**config.mk**
```make
export PLATFORM = sky130hd
export DESIGN_NAME = traffic_light_renderer
export DESIGN_NICKNAME = d
export VERILOG_FILES = /design/src/rtl/traffic_light_renderer.sv
export SDC_FILE = /design/constraint.sdc
export NUM_CORES = 1
export LEC_CHECK = 0
export CAP_MARGIN = 10
export CORE_MARGIN = 2
export CORE_UTILIZATION = 46
export DETAILED_ROUTE_END_ITERATION = 8
export PLACE_DENSITY = 0.89
export SYNTH_ARGS = -nofsm -noshare
export SYNTH_HDL_FRONTEND = slang
export SYNTH_SLANG_ARGS = --single-unit
```
**constraint.sdc**
```tcl
create_clock -name clk -period 5.05 [get_ports clk]
set_clock_uncertainty 0.05 [all_clocks]
set_input_delay 1.01 -clock clk [delete_from_list [all_inputs] [get_ports clk]]
set_output_delay 1.01 -clock clk [all_outputs]
set_load 0.02 [all_outputs]
```
**src/rtl/traffic_light_renderer.sv**
```systemverilog
// Two-stage sprite colouring stage for the 40x40 traffic-light ROM.
// Define TRAFFIC_LIGHT_BLINK_EN to add the post-change lamp blink.
module traffic_light_renderer #(
  parameter int SPRITE_X0    = 300,
  parameter int SPRITE_Y0    = 20,
  parameter int BLINK_FRAMES = 32,
  parameter int BLINK_BIT    = 2
) (
  input  logic        clk,
  input  logic        reset_n,
  input  logic        pix_valid,
  input  logic [9:0]  x,
  input  logic [8:0]  y,
  input  logic [23:0] bg_rgb,
  input  logic        frame_start,
  input  logic        light_green,
  output logic [5:0]  sprite_x,
  output logic [5:0]  sprite_y,
  input  logic        rom_pixel,
  output logic        out_valid,
  output logic [23:0] out_rgb
);
  localparam int STAGES = 1;

  typedef struct packed {
    logic        in_box;
    logic [5:0]  dx;
    logic [5:0]  dy;
    logic [23:0] bg;
  } s1_t;

  logic [STAGES:0]   vld_pipe;
  logic signed [10:0] dx0, dy0;
  logic              in_box0;
  s1_t               s1;
  logic              light_q;
  logic              lit;
  logic              lamp_col, red_row, grn_row;
  logic [23:0]       rgb_nxt;

  // Signed offsets so positions left of / above the sprite never wrap into the box
  assign dx0 = $signed({1'b0, x}) - $signed(11'(SPRITE_X0));
  assign dy0 = $signed({2'b00, y}) - $signed(11'(SPRITE_Y0));
  assign in_box0 = (dx0 >= 11'sd0) && (dx0 < 11'sd40) &&
                   (dy0 >= 11'sd0) && (dy0 < 11'sd40);

  always_ff @(posedge clk) begin
    if (!reset_n) begin
      vld_pipe <= '0;
      s1       <= '0;
      out_rgb  <= '0;
      light_q  <= 1'b0;
    end else begin
      vld_pipe <= {vld_pipe[STAGES-1:0], pix_valid};
      s1       <= '{in_box0, dx0[5:0], dy0[5:0], bg_rgb};
      out_rgb  <= rgb_nxt;
      if (frame_start) light_q <= light_green;
    end
  end

  assign out_valid = vld_pipe[STAGES];
  assign sprite_x  = s1.in_box ? s1.dx : 6'd0;
  assign sprite_y  = s1.in_box ? s1.dy : 6'd0;

`ifdef TRAFFIC_LIGHT_BLINK_EN
  logic [5:0] blink_cnt;

  always_ff @(posedge clk) begin
    if (!reset_n) begin
      blink_cnt <= '0;
    end else if (frame_start) begin
      if (light_green != light_q)  blink_cnt <= 6'(BLINK_FRAMES);
      else if (blink_cnt != 6'd0)  blink_cnt <= blink_cnt - 6'd1;
    end
  end

  assign lit = (blink_cnt == 6'd0) || !blink_cnt[BLINK_BIT];
`else
  assign lit = 1'b1;
`endif

  assign lamp_col = (s1.dx >= 6'd2)  && (s1.dx <= 6'd37);
  assign red_row  = (s1.dy >= 6'd4)  && (s1.dy <= 6'd15);
  assign grn_row  = (s1.dy >= 6'd19) && (s1.dy <= 6'd30);

  // Only the lamp matching light_q can light; the other is always dim
  always_comb begin
    rgb_nxt = 24'h000000;
    if (vld_pipe[0]) begin
      if (!s1.in_box || !rom_pixel)  rgb_nxt = s1.bg;
      else if (lamp_col && red_row)  rgb_nxt = (lit && !light_q) ? 24'hFF0000 : 24'h400000;
      else if (lamp_col && grn_row)  rgb_nxt = (lit &&  light_q) ? 24'h00FF00 : 24'h004000;
      else                           rgb_nxt = 24'h404040;
    end
  end
endmodule

```
# Word-level counts from Yosys, hierarchy flattened
# Cells that the tools add are included.
[word_totals]
register_bits = 64
input_bits = 49
output_inout_bits = 37
elab_cells = 38
[op_classes]
n_addsub = 2
order_cmp = 10
muxes = 7
reduce_logical = 12
[op_table]
columns = ["cell", "n"]
rows = [
  ["24-bit two-way mux", 3],
  ["23-bit two-way mux", 1],
  ["16-bit two-way mux", 1],
  ["6-bit two-way mux", 2],
  ["11-bit by 1-bit greater-or-equal comparator with 1-bit output (second input constant)", 1],
  ["11-bit by 7-bit < comparator with 1-bit output (second input constant)", 1],
  ["10-bit by 9-bit subtractor with 11-bit output (second input constant)", 1],
  ["10-bit by 1-bit greater-or-equal comparator with 1-bit output (second input constant)", 1],
  ["10-bit by 7-bit < comparator with 1-bit output (second input constant)", 1],
  ["9-bit by 5-bit subtractor with 10-bit output (second input constant)", 1],
  ["1-bit logical AND", 8],
  ["6-bit by 2-bit greater-or-equal comparator with 1-bit output (second input constant)", 1],
  ["6-bit by 3-bit greater-or-equal comparator with 1-bit output (second input constant)", 1],
  ["6-bit by 5-bit greater-or-equal comparator with 1-bit output (second input constant)", 1],
  ["6-bit by 4-bit less-or-equal comparator with 1-bit output (second input constant)", 1],
  ["6-bit by 5-bit less-or-equal comparator with 1-bit output (second input constant)", 1],
  ["6-bit less-or-equal comparator (second input constant)", 1],
  ["1-bit zero test", 2],
  ["2-bit AND reduction", 1],
  ["1-bit logical OR", 1],
]

# Depth between registers and ports, before layout
# Gate-level depths: netlist of the first run.
[logic_depth]
ltp_word = 6
ltp_mapped = 6

# Worst setup path after synthesis of the first run
# Ideal clock, no wire load.
[synth_path]
kind = "input to register"
start = "input y[2]"
end = "register s1[36] in the netlist's numbering"
arrival_ns = 2.038
t_required_ns = 4.897
setup_slack_ns = 2.858
stages = 4
path_buffers = 0
path_cell_list = "or4b_1 -> a21oi_1 -> o21bai_1 -> a2111oi_2"
[synth_via]
elab_chain_cells = 4
word_cells_on_any_way = 5
classes_between = "add/sub: 1; order compare: 2; reduce/logical: 2"
[synth_rtl]
columns = ["item", "line_no", "text"]
rows = [
  ["start: declaration", "13", "input logic [8:0] y,"],
  ["9-bit by 5-bit subtractor with 10-bit output (*)", "43", "assign dy0 = $signed({2'b00, y}) - $signed(11'(SPRITE_Y0));"],
  ["10-bit by 1-bit greater-or-equal comparator with 1-bit output", "45", "(dy0 >= 11'sd0) && (dy0 < 11'sd40);"],
  ["1-bit logical AND", "44", "assign in_box0 = (dx0 >= 11'sd0) && (dx0 < 11'sd40) &&"],
  ["1-bit logical AND (*)", "45", ""],
  ["end signal: assignment", "55", "s1 <= '{in_box0, dx0[5:0], dy0[5:0], bg_rgb};"],
  ["end: declaration", "35", "s1_t s1;"],
]
# Mark *: on every way between the ends. The rest lies on a longest branch, timed or not.
# A chain may end at the register's enable or synchronous reset.

# Worst setup path in the final report of the first run
[layout_path]
start = "register s1[36] in the netlist's numbering"
end = "output sprite_x[5]"
[layout_via]
elab_chain_cells = 1
[layout_rtl]
columns = ["item", "line_no", "text"]
rows = [
  ["6-bit two-way mux", "62", "assign sprite_x = s1.in_box ? s1.dx : 6'd0;"],
  ["end: declaration", "17", "output logic [5:0] sprite_x,"],
]
# Every way passes these cells.

==> run_results.csv, run 1 <==
group,metric,value,unit
cts,cts-root-buf,"clkbuf_8",
routing,drt-initial-drc-count,45,
worst_setup_path,startpoint_type,"flop",
worst_setup_path,r2r_start,"s1[31]",
cts,cts_resized,0,
global_routing,grt_pass1_vias,1610,
routing,dr.pass1.iters,4,
yosys,yosysTopAreaCell,"dfxtp_1",
worst_setup_path,cp_max_fo,14,
power_and_ir_drop,finalPower,1067,uW
worst_setup_path,crit_family,"buffers and inverters",
global_routing,grt_overflow_total,0,
cts,cts_sinks,64,
sta,timing.final.max_slew_violations,0,
routing,drc,0,
routing,routed_via_density,4.816,
global_routing,grt_use_total,0.1684,
routing,wl_per_cell,11.99,um
yosys,syn-instance-count,209,
finish,stdcell_count,359,
sta,max_slew_margin,0.6232,
cts,clk_pin_slew,60,ps
cts,postCtsSetupBuffers,0,
sta,finalSetupTns,0,ps
sta,period_share,0.5424,
worst_setup_path,cp_slowest_cell,"clkdlybuf4s50_1",
cts,hold_buffers,0,
floorplanning,die_x,73.72,um
place,gp_congestion,0.7873,
job,drv_cap,0,
yosys,ys_async_sr_fraction,0,
worst_setup_path,end_kind,"output port",
yosys,ys_warn_count,0,
sta,worst_slew_pin_slew,563.2,ps
finish,syn2layout_area_growth,49.64,%
worst_setup_path,crit_required,3990,ps
finish,mostFrequentLayoutCells,"clkdlybuf4s50_1, dfxtp_1, and2_1",
floorplanning,ioPinCount,86,
cts,cts_tree,"built",
worst_setup_path,critical-path-max-stage-delay,620,ps
sta,rsz0062_at_grt,"no",
run_status,status,"finished, final reports clean",
cts,worst_skew_pair.late_latency,320,ps
sta,final.min_clock_period,2739,ps
worst_hold_path,min_path_type,"reg -> reg",
place,placed_cells,342,
finish,nets,352,
worst_setup_path,reg2reg_depth,4,
yosys,synth_ff_type,"dfxtp_1",
sta,hold_viol,0,
sta,fmax,365.1,MHz
yosys,syn_nets,261,
yosys,yosys.cell_types.count,31,
finish,finalInstanceArea,3346,um^2
place,post-dp-hpwl,3156,um
finish,final_common_cell,"clkdlybuf4s50_1",
floorplanning,fp.dieH,73.72,um
yosys,synthTopCellsByArea,"dfxtp_1, and2_1, a21o_1, nor4_4, ha_1",
worst_setup_path,crit_arrival,1680,ps
yosys,avgSynthCellArea,10.70,um^2
power_and_ir_drop,peakVddDrop,0.1717,mV
global_routing,grt_pass1_wl,6713,um
yosys,yosysSeqAreaShare,0.5730,
worst_setup_path,critPathCapture,"sprite_x[5]",
routing,drt-total-wl,4304,um
global_routing,grt_start_max_net_pins,42,
global_routing,antenna_found_initial,0,
yosys,synth_edf_count,0,
place,port_buffers,85,
sta,setup_viol,0,
worst_setup_path,timing.critical_path.buf_inv,1,
routing,ant_nets,0,
place,place_area,3134,um^2
finish,diodes,0,
floorplanning,num_rows,25,
yosys,yosys.area.top_type_share,0.5730,
worst_setup_path,path_depth,2,
worst_hold_path,hold_start,"s1[19]",
worst_setup_path,crit_type,"reg -> out",
yosys,ys_seq_elements,64,
floorplanning,core,4692,um^2
worst_setup_path,ff2ff_setup_slack,3300,ps
cts,cts_buffer_depth,2,
cts,cts_buffers,9,
floorplanning,dieArea,5435,um^2
worst_setup_path,startpoint,"s1[36]",
cts,cts_max_level,3,
routing,vias,1729,
worst_setup_path,crit_chain,"and2_1, clkdlybuf4s50_1",
floorplanning,initial_core_util,0.4765,
worst_setup_path,worst_r2r_endpoint,"out_rgb[17]",
yosys,syn_area,2236,um^2
power_and_ir_drop,power_density,318.8,nW/um^2
finish,layout-drive-gt1-share,0.07213,
power_and_ir_drop,power_leakage,0.001439,uW
==> logic make-up (layout without fill, tap and decap cells) <==
group	count (synthesis)	count (layout)	share of synthesized area
compound gates	38	38	0.1265
xor+xnor	4	4	0.01567
fa+ha+maj	3	3	0.01679
buf+inv	12	108	0.02070
flops	64	64	0.5730
mux	1	1	0.004477
simple gates	87	87	0.2429
==> metal layers <==
metal	part of all wire	wire, um	vias to the layer above	track usage
met4	0.015	65	0	0.09697
met5	0	0	-	0
li1	-	-	879	-
met3	0.056	241	7	0.05761
met2	0.52	2245	60	0.3006
met1	0.41	1751	783	0.1680
==> flip-flops by register name (all words and copies together), names as in the netlist <==
signal	cells
vld_pipe	2
s1	37
out_rgb	24
light_q	1
==> power breakdown <==
part           leakage [uW]  total [uW]  internal, uW  switching (uW)
registers          0.000527         534           526            8.25
logic              0.000815         105          64.0            41.0
clock network     0.0000969         427           256             172
total               0.00144        1070           846             221
==> per-stage QoR <==
| stage | setup WS, ps | hold slack [ps] | utilization |
|---|---|---|---|
| 6_report | 2311 | 377.6 | 0.7131 |
| 5_1_grt | 2197 | 385.7 | 0.7131 |
| 4_1_cts | 2112 | 379.1 | 0.7107 |
| 3_5_place_dp | 1757 | 360.1 | 0.6680 |
| 3_3_place_gp | 1867 | 355.6 | 0.6680 |
| 2_1_floorplan | 2858 | 353.5 | - |
==> synthesized netlist by cell type (2+ instances only) <==
cell	instances
o21ai_0	4
nand2b_1	3
clkbuf_1	5
nor2b_1	6
nand3_1	4
dfxtp_1	64
xor2_1	2
nand2_1	2
and2_1	52
a21o_1	15
nor2_1	8
a32o_1	2
and2_2	2
nor3_1	6
inv_1	5
xnor2_1	2
o21bai_1	4
a21oi_1	6
a211o_1	2
ha_1	3
nor4_4	2
==> how the worst min path moves through the flow <==
stage                              to  slack, ps  depth (start not counted)
after floorplan           out_rgb[10]        350                          1
after global placement    out_rgb[15]        360                          1
after detailed placement   out_rgb[8]        360                          1
after CTS                 out_rgb[19]        380                          1
after global routing      out_rgb[19]        390                          1
final                     out_rgb[19]        380                          1
==> final cells by class <==
class / instances / area, um^2
well taps: 54 / 67.56
inverters: 5 / 18.77
flip-flops and latches: 64 / 1281
fillers: 380 / 1346
repair buffers: 87 / 869.6
clock inverters: 2 / 37.54
clock buffers: 14 / 162.7
multi-input cells: 133 / 908.4
No activity file was read; power rests on OpenSTA's default activity.
==> run 2: changes to the inputs <==
--- a/config.mk
+++ b/config.mk
@@ -7,9 +7,9 @@
 export LEC_CHECK = 0
 export CAP_MARGIN = 10
 export CORE_MARGIN = 2
-export CORE_UTILIZATION = 46
+export CORE_UTILIZATION = 43
 export DETAILED_ROUTE_END_ITERATION = 8
-export PLACE_DENSITY = 0.89
+export PLACE_DENSITY = 0.85
 export SYNTH_ARGS = -nofsm -noshare
 export SYNTH_HDL_FRONTEND = slang
 export SYNTH_SLANG_ARGS = --single-unit
==> constraint.sdc (replaced) <==
create_clock -name clk -period 2.6 [get_ports clk]
set_clock_uncertainty 0.05 [all_clocks]
set_input_delay 0.52 -clock clk [delete_from_list [all_inputs] [get_ports clk]]
set_output_delay 0.52 -clock clk [all_outputs]
set_load 0.02 [all_outputs]
==> run 2 against run 1 <==
Register-to-register slack worse by 2500 ps. Core utilization down 5.0 points. Routed wire length up 8.6%. Setup slack worse by 2000 ps. Sequential cell count unchanged. Power up 94%. Combinational power up 96%. Sequential share of layout area down 0.23 points. Hold slack worse by 7.8 ps. Clock-buffer cell count down 4. Global-route usage up 0.81 points. Largest power group unchanged. Highest routed layer unchanged.
==> run_results.csv, run 2 (synthesized netlist as in run 1, its figures left out) <==
group,metric,value,unit
run_status,status,"finished, final reports clean",
sta,rsz0062_at_grt,"no",
floorplanning,die_x,76.11,um
routing,dr.pass1.iters,4,
worst_hold_path,min_to,"out_rgb[12]",
cts,clk_pin_slew,70,ps
power_and_ir_drop,peakVddDrop,0.2782,mV
worst_setup_path,startpoint,"s1[36]",
global_routing,grt_pass1_wl,7948,um
worst_setup_path,cp_max_fo,14,
power_and_ir_drop,power_density,614.9,nW/um^2
global_routing,grt_overflow_total,0,
finish,layout-drive-gt1-share,0.08170,
worst_setup_path,reg2reg_depth,4,
cts,cts_max_level,3,
cts,cts_buffers,9,
worst_hold_path,hold_start,"s1[12]",
routing,wl_per_cell,12.43,um
finish,nets,353,
sta,finalSetupTns,0,ps
floorplanning,dieArea,5793,um^2
floorplanning,num_rows,26,
worst_setup_path,crit_arrival,1720,ps
job,drv_cap,0,
finish,mostFrequentLayoutCells,"clkdlybuf4s50_1, dfxtp_1, and2_1",
place,post-dp-hpwl,3503,um
sta,period_share,0.8794,
floorplanning,ioPinCount,86,
global_routing,antenna_found_initial,0,
power_and_ir_drop,power_leakage,0.001443,uW
worst_setup_path,worst_r2r_endpoint,"out_rgb[17]",
cts,cts_resized,0,
worst_setup_path,ff2ff_setup_slack,810,ps
finish,largest_reg_flops,37,
global_routing,grt_start_max_net_pins,22,
finish,final_core_util,0.6632,
sta,fmax,437.4,MHz
worst_hold_path,min_path_type,"reg -> reg",
cts,cts_tree,"built",
routing,drt-total-wl,4675,um
worst_setup_path,crit_required,2030,ps
place,gp_congestion,0.7527,
cts,cts-root-buf,"clkbuf_8",
global_routing,grt_use_total,0.1765,
worst_setup_path,end_kind,"output port",
sta,max_slew_margin,0.6846,
finish,final_common_cell,"clkdlybuf4s50_1",
finish,syn2layout_area_growth,50.53,%
routing,ant_nets,0,
sta,worst_slew_pin_slew,469.6,ps
routing,routed_via_density,4.622,
worst_setup_path,startpoint_type,"flop",
finish,finalInstanceArea,3366,um^2
finish,diodes,0,
floorplanning,core,5075,um^2
sta,final.min_clock_period,2286,ps
routing,drt-initial-drc-count,90,
worst_hold_path,whs_path_depth,1,
cts,cts_sinks,64,
sta,setup_viol,0,
finish,regMostFlops,"s1",
routing,drc,0,
cts,hold_buffers,0,
cts,postCtsSetupBuffers,0,
worst_setup_path,crit_type,"reg -> out",
global_routing,grt_pass1_vias,1694,
floorplanning,fp.dieH,76.11,um
cts,worst_skew_pair.late_latency,340,ps
sta,hold_viol,0,
place,place_area,3169,um^2
place,port_buffers,85,
sta,finalHoldWorstSlack,369.8,ps
floorplanning,initial_core_util,0.4406,
routing,vias,1738,
finish,largestRegisters,"s1 (37), out_rgb (24), vld_pipe (2)",
cts,cts_buffer_depth,2,
worst_setup_path,r2r_start,"s1[31]",
sta,timing.final.max_slew_violations,0,
[run 2: changes by cell type in the layout (fill, tap and decap cells not counted), sizes merged]
cell    change
clkbuf      -4
clkinv      +3
buf         +1
inv         +1
[run 2: layer usage]
metal,vias up,routed length (um),GRT usage
met5,-,0,0
met3,11,256,0.03673
li1,883,-,-
met1,775,1863,0.1947
met2,69,2425,0.3080
met4,0,128,0.1145
[run 2: where the power goes]
group          internal [uW]  switching, uW
registers               1020           17.0
logic                    125           81.5
clock network            447            378
total                   1590            476
[run 2: area by class of cell]
class                   instances  area, um^2
clock buffers                  10       127.6
flip-flops and latches         64        1281
multi-input cells             133       908.4
clock inverters                 6       68.82
repair buffers                 88       873.3
fillers                       421        1709
well taps                      70       87.58
inverters                       5       18.77
[run 2: how the worst max path moves through the flow]
stage | endpoint | slack (ps) | cells after the start
detailed placement | s1[36] | 340 | 5
CTS | sprite_y[0] | 310 | 2
global route | sprite_x[0] | 210 | 2
finish | sprite_y[0] | 310 | 2
global placement | s1[36] | 380 | 5
floorplan | s1[36] | 900 | 4
[run 2: worst max-delay path, cell delays in order (launching register included)]
cell and delay, ps:
dfxtp_1 570, and2_1 200, clkdlybuf4s50_1 610
[run 2: through the flow]
step	total power, uW	instances	worst slack (ps)
finish	2070	376	313.6
floorplan	1151	209	898.3
global route	2160	376	205.7
detailed placement	1268	360	342.3
global placement	1260	360	377.2
CTS	2096	376	307.9
==> run 3: changes to the inputs <==
==> constraint.sdc (replaced) <==
create_clock -name clk -period 2.6 [get_ports clk]
set_clock_uncertainty 0.05 [all_clocks]
set_input_delay 0.52 -clock clk [delete_from_list [all_inputs] [get_ports clk]]
set_output_delay 0.52 -clock clk [all_outputs]
set_load 0.1 [all_outputs]
==> run 3 against run 2 <==
Register-to-register slack hardly changed. Non-clock buffer count did not move. Maximum frequency grew 16%. Routed wire length decreased by 2.1%. Critical path type unchanged. Largest power group unchanged.
==> run_results.csv, run 3 (synthesized netlist as in run 1, its figures left out) <==
group,metric,value,unit
run_status,status,"finished, final reports clean",
place,place_area,3077,um^2
cts,clk_pin_slew,70,ps
cts,cts_tree,"built",
worst_hold_path,min_path_type,"reg -> reg",
power_and_ir_drop,finalPower,2198,uW
routing,ant_nets,0,
finish,largest_reg_flops,37,
sta,rsz0062_at_grt,"no",
sta,setup_viol,0,
routing,drt-initial-drc-count,26,
finish,layout-drive-gt1-share,0.2059,
routing,drc,0,
floorplanning,num_rows,26,
worst_setup_path,r2r_start,"s1[31]",
finish,diodes,0,
global_routing,grt_pass1_wl,7583,um
worst_setup_path,startpoint,"s1[36]",
worst_setup_path,crit_arrival,1390,ps
routing,drt-total-wl,4577,um
worst_hold_path,hold_start,"s1[10]",
floorplanning,fp.dieH,76.11,um
power_and_ir_drop,power_leakage,0.001531,uW
worst_setup_path,crit_required,2030,ps
floorplanning,ioPinCount,86,
cts,hold_buffers,0,
global_routing,grt_overflow_total,0,
finish,largestRegisters,"s1 (37), out_rgb (24), vld_pipe (2)",
routing,routed_via_density,4.569,
floorplanning,core,5075,um^2
routing,dr.pass1.iters,4,
place,gp_congestion,0.7296,
power_and_ir_drop,power_density,667.1,nW/um^2
sta,max_slew_margin,0.6918,
finish,regMostFlops,"s1",
floorplanning,dieArea,5793,um^2
finish,final_common_cell,"dfxtp_1",
finish,finalInstanceArea,3296,um^2
global_routing,grt_pass1_vias,1630,
place,post-dp-hpwl,3444,um
worst_setup_path,end_kind,"output port",
finish,final_core_util,0.6494,
cts,postCtsSetupBuffers,0,
routing,wl_per_cell,12.17,um
cts,cts_sinks,64,
finish,syn2layout_area_growth,47.40,%
finish,nets,353,
sta,final.min_clock_period,1965,ps
job,drv_cap,0,
finish,fill_cells,425,
sta,worst_slew_pin_slew,458.9,ps
worst_setup_path,ff2ff_setup_slack,820,ps
floorplanning,die_x,76.11,um
floorplanning,initial_core_util,0.4406,
cts,cts_resized,0,
cts,cts_max_level,3,
cts,cts_buffer_depth,2,
worst_setup_path,startpoint_type,"flop",
power_and_ir_drop,peakVddDrop,0.2993,mV
sta,finalSetupTns,0,ps
worst_setup_path,crit_type,"reg -> out",
finish,mostFrequentLayoutCells,"dfxtp_1, and2_1, clkdlybuf4s50_1",
sta,timing.final.max_slew_violations,0,
global_routing,grt_start_max_net_pins,22,
cts,worst_skew_pair.late_latency,330,ps
routing,vias,1718,
cts,cts_buffers,9,
global_routing,grt_use_total,0.1697,
sta,finalHoldWorstSlack,373.5,ps
global_routing,antenna_found_initial,0,
worst_setup_path,cp_max_fo,14,
sta,fmax,509.0,MHz
sta,period_share,0.7556,
place,port_buffers,85,
sta,hold_viol,0,
cts,cts-root-buf,"clkbuf_8",
run 3: critical path, cell delays in order, from the launching register on:
cell     delay [ps]
dfxtp_1         570
and2_2          210
buf_4           280
run 3: layout make-up:
class	count	area, um^2	area share
clock buffer	9	123.9	0.03759
clock inverter	7	95.09	0.02885
inverter	5	18.77	0.005695
multi-input combinational	133	908.4	0.2756
sequential	64	1281	0.3888
tap	70	87.58	0.02658
timing repair buffer	88	780.7	0.2369
run 3: report_power, final:
part / switching [uW] / internal [uW] / total, uW
Combinational: 123 / 122 / 245
Clock: 375 / 540 / 915
Sequential: 16.7 / 1020 / 1040
Total: 514 / 1680 / 2200
run 3: routing by layer:
layer	vias to the layer above	global-route usage	part of all wire
li1	880	-	-
met4	0	0.08182	0.016
met1	772	0.1852	0.43
met3	8	0.06398	0.064
met5	-	0	0
met2	58	0.2911	0.49
run 3: final timing paths:
check / depth (start not counted) / endpoint
setup / recovery: 2 / sprite_x[1]
hold / removal: 1 / out_rgb[10]
setup reg to reg: 4 / out_rgb[8]
hold reg to reg: 1 / out_rgb[10]
run 3: through the flow:
stage               cells  setup WS [ps]
finish                376          635.4
global route          376          552.2
global placement      360          373.2
floorplan             209          712.9
detailed placement    360          348.9
CTS                   376          636.8
==> RTL change: new RTL, config.mk and constraints of run 2 <==
Take the reset off `out_rgb` and load it in a clocked block of its own.
--- a/src/rtl/traffic_light_renderer.sv
+++ b/src/rtl/traffic_light_renderer.sv
@@ -50,3 +50,2 @@
       s1       <= '0;
-      out_rgb  <= '0;
       light_q  <= 1'b0;
@@ -55,5 +54,8 @@
       s1       <= '{in_box0, dx0[5:0], dy0[5:0], bg_rgb};
-      out_rgb  <= rgb_nxt;
       if (frame_start) light_q <= light_green;
     end
+  end
+
+  always_ff @(posedge clk) begin
+    out_rgb <= rgb_nxt;
   end
Behaviour: differs if reset_n is asserted again (counterexample within 4 cycles, from zero or initial values and one cycle with reset_n low); with reset_n held inactive, the same outputs for 10 cycles.
==> RTL change against run 2 <==
Worst hold slack improved by 0.0036 ns. Highest routed layer unchanged. Synthesized cell count is 3.3% higher. Cell count up 1.6%. Total power rose by 6.6%. Via count up 0.86%. Final area about the same. Non-clock buffer count decreased by 1. Largest cell class unchanged. Sequential cell count unchanged. Routed wire length is 0.24% lower. Critical path type unchanged. Synthesized area is 1.1% lower. Critical endpoint is now sprite_x[1]. Critical path depth did not move. Core utilization up 0.48 points. Worst setup slack improved by 0.019 ns.
==> RTL change: results (changes against run 2) <==
** Place
- The global placer's final weighted congestion is 0.7490 (was 0.7527).
- The post-place instance area is 3138 sq um (was 3169 sq um).
- The worst slack at placement is 0.1911 ns (was 0.3423 ns).
- The number of instances in the placed design was 366 (was 360).
- HPWL Detailed :: 3.478 mm (was 3.503 mm)

** Synth
- Adder-cell share of the synthesized area :: 1.698% (was 1.679%)
- The portion of the post-synthesis area used by sequential elements is 57.95% (was 57.30%).
- Syn Nets :: 268 (was 261)
- The complex-gate fraction of the synthesized area is 9.281% (was 12.65%).
- Most frequent cells after synthesis :: sky130_fd_sc_hd__dfxtp_1, sky130_fd_sc_hd__and2_1, sky130_fd_sc_hd__nand2_1 (was sky130_fd_sc_hd__dfxtp_1, sky130_fd_sc_hd__and2_1, sky130_fd_sc_hd__a21o_1)
- The share of cell area taken by muxes after synthesis came to 0.4527% (was 0.4477%).
- The mean cell area of the mapped netlist came to 10.24 sq um (was 10.70 sq um).
- Netlist cell types :: 35 (was 31)
- Synthesized-area fraction occupied by xor and xnor cells :: 1.585% (was 1.567%)
- Top cells by area in the synthesized netlist: sky130_fd_sc_hd__dfxtp_1, sky130_fd_sc_hd__and2_1, sky130_fd_sc_hd__nand2_1 (was sky130_fd_sc_hd__dfxtp_1, sky130_fd_sc_hd__and2_1, sky130_fd_sc_hd__a21o_1).

** Global route
- Vias in the first global route :: 1596 (was 1694)
- The overall routing resource usage is 17.12% (was 17.65%).
- Largest net degree at the start of global routing :: 25 (was 22)
- The first-pass GRT wire length was 7.038 mm (was 7.948 mm).

** Cells and area
- Top Registers: s1 (37), out_rgb (24), vld_pipe (2) (unchanged).
- The fill cell total of the finished layout was 392 (was 421).
- The total number of nets in the final design is 359 (was 353).

** Routing
- The violation count after the first detailed-route iteration is 46 (was 90).
- DR WL/cell :: 12.21 um (was 12.43 um)
- The overall routed net length was 4.664 mm (was 4.675 mm).
- Drt via density :: 4.589 (was 4.622)
- TritonRoute pass-1 iters :: 4 (unchanged)

** Power
- Largest vdd supply drop :: 0.3950 mV (was 0.2782 mV)
- Static Leak :: 1.452 nW (was 1.443 nW)

** Worst setup path
- The largest driver fanout on the critical path came to 15 (was 14).
- Critical Path AT :: 1.70 ns (was 1.72 ns)

** Status
- Run status :: finished clean (unchanged)

** STA
- The worst slew margin relative to its limit is 52.53% (was 68.46%).
==> RTL change: cell types whose count changed after synthesis, sizes merged, moves of 3 or more <==
cell           run 2  this run
and3               0         8
nand2              2        18
a21o              15         7
o21bai             4         1
and2              54        49
==> RTL change: where the power goes <==
group          switching [mW]  internal, mW
registers              0.0214          1.03
clock network           0.357         0.590
logic                  0.0825         0.129
==> RTL change: path summary, 6_finish.rpt <==
check | start | to | slack [ns] | cells past startpoint
min reg2reg | s1[9] | out_rgb[9] | 0.37 | 1
max reg2reg | s1[36] | out_rgb[11] | 0.81 | 3
max | s1[36] | sprite_x[1] | 0.33 | 2
min | s1[9] | out_rgb[9] | 0.37 | 1
==> RTL change: final cells by class <==
| type | instances | share of cell area [%] |
|---|---|---|
| flip-flops and latches | 64 | 38.04 |
| inverters | 4 | 0.4458 |
| well taps | 70 | 2.600 |
| clock inverters | 5 | 2.340 |
| clock buffers | 11 | 4.495 |
| multi-input cells | 141 | 26.37 |
| repair buffers | 87 | 25.71 |
==> RTL change: per-layer routing <==
metal / GRT usage (%) / share of wire (%) / vias to the layer above
met4: 9.357 / 1.6 / 0
met3: 6.746 / 7.1 / 6
met5: 0 / 0 / -
li1: - / - / 904
met2: 29.08 / 52 / 57
met1: 18.20 / 39 / 786
==> RTL change: cell families (layout without fill, tap and decap cells) <==
family | Yosys count | count (layout)
AND/OR/NAND/NOR | 103 | 103
flip-flops | 64 | 64
AO/OA/AOI/OAI | 30 | 30
buffers and inverters | 11 | 107
XOR/XNOR | 4 | 4
adder cells (fa/ha/maj) | 3 | 3
multiplexers | 1 | 1
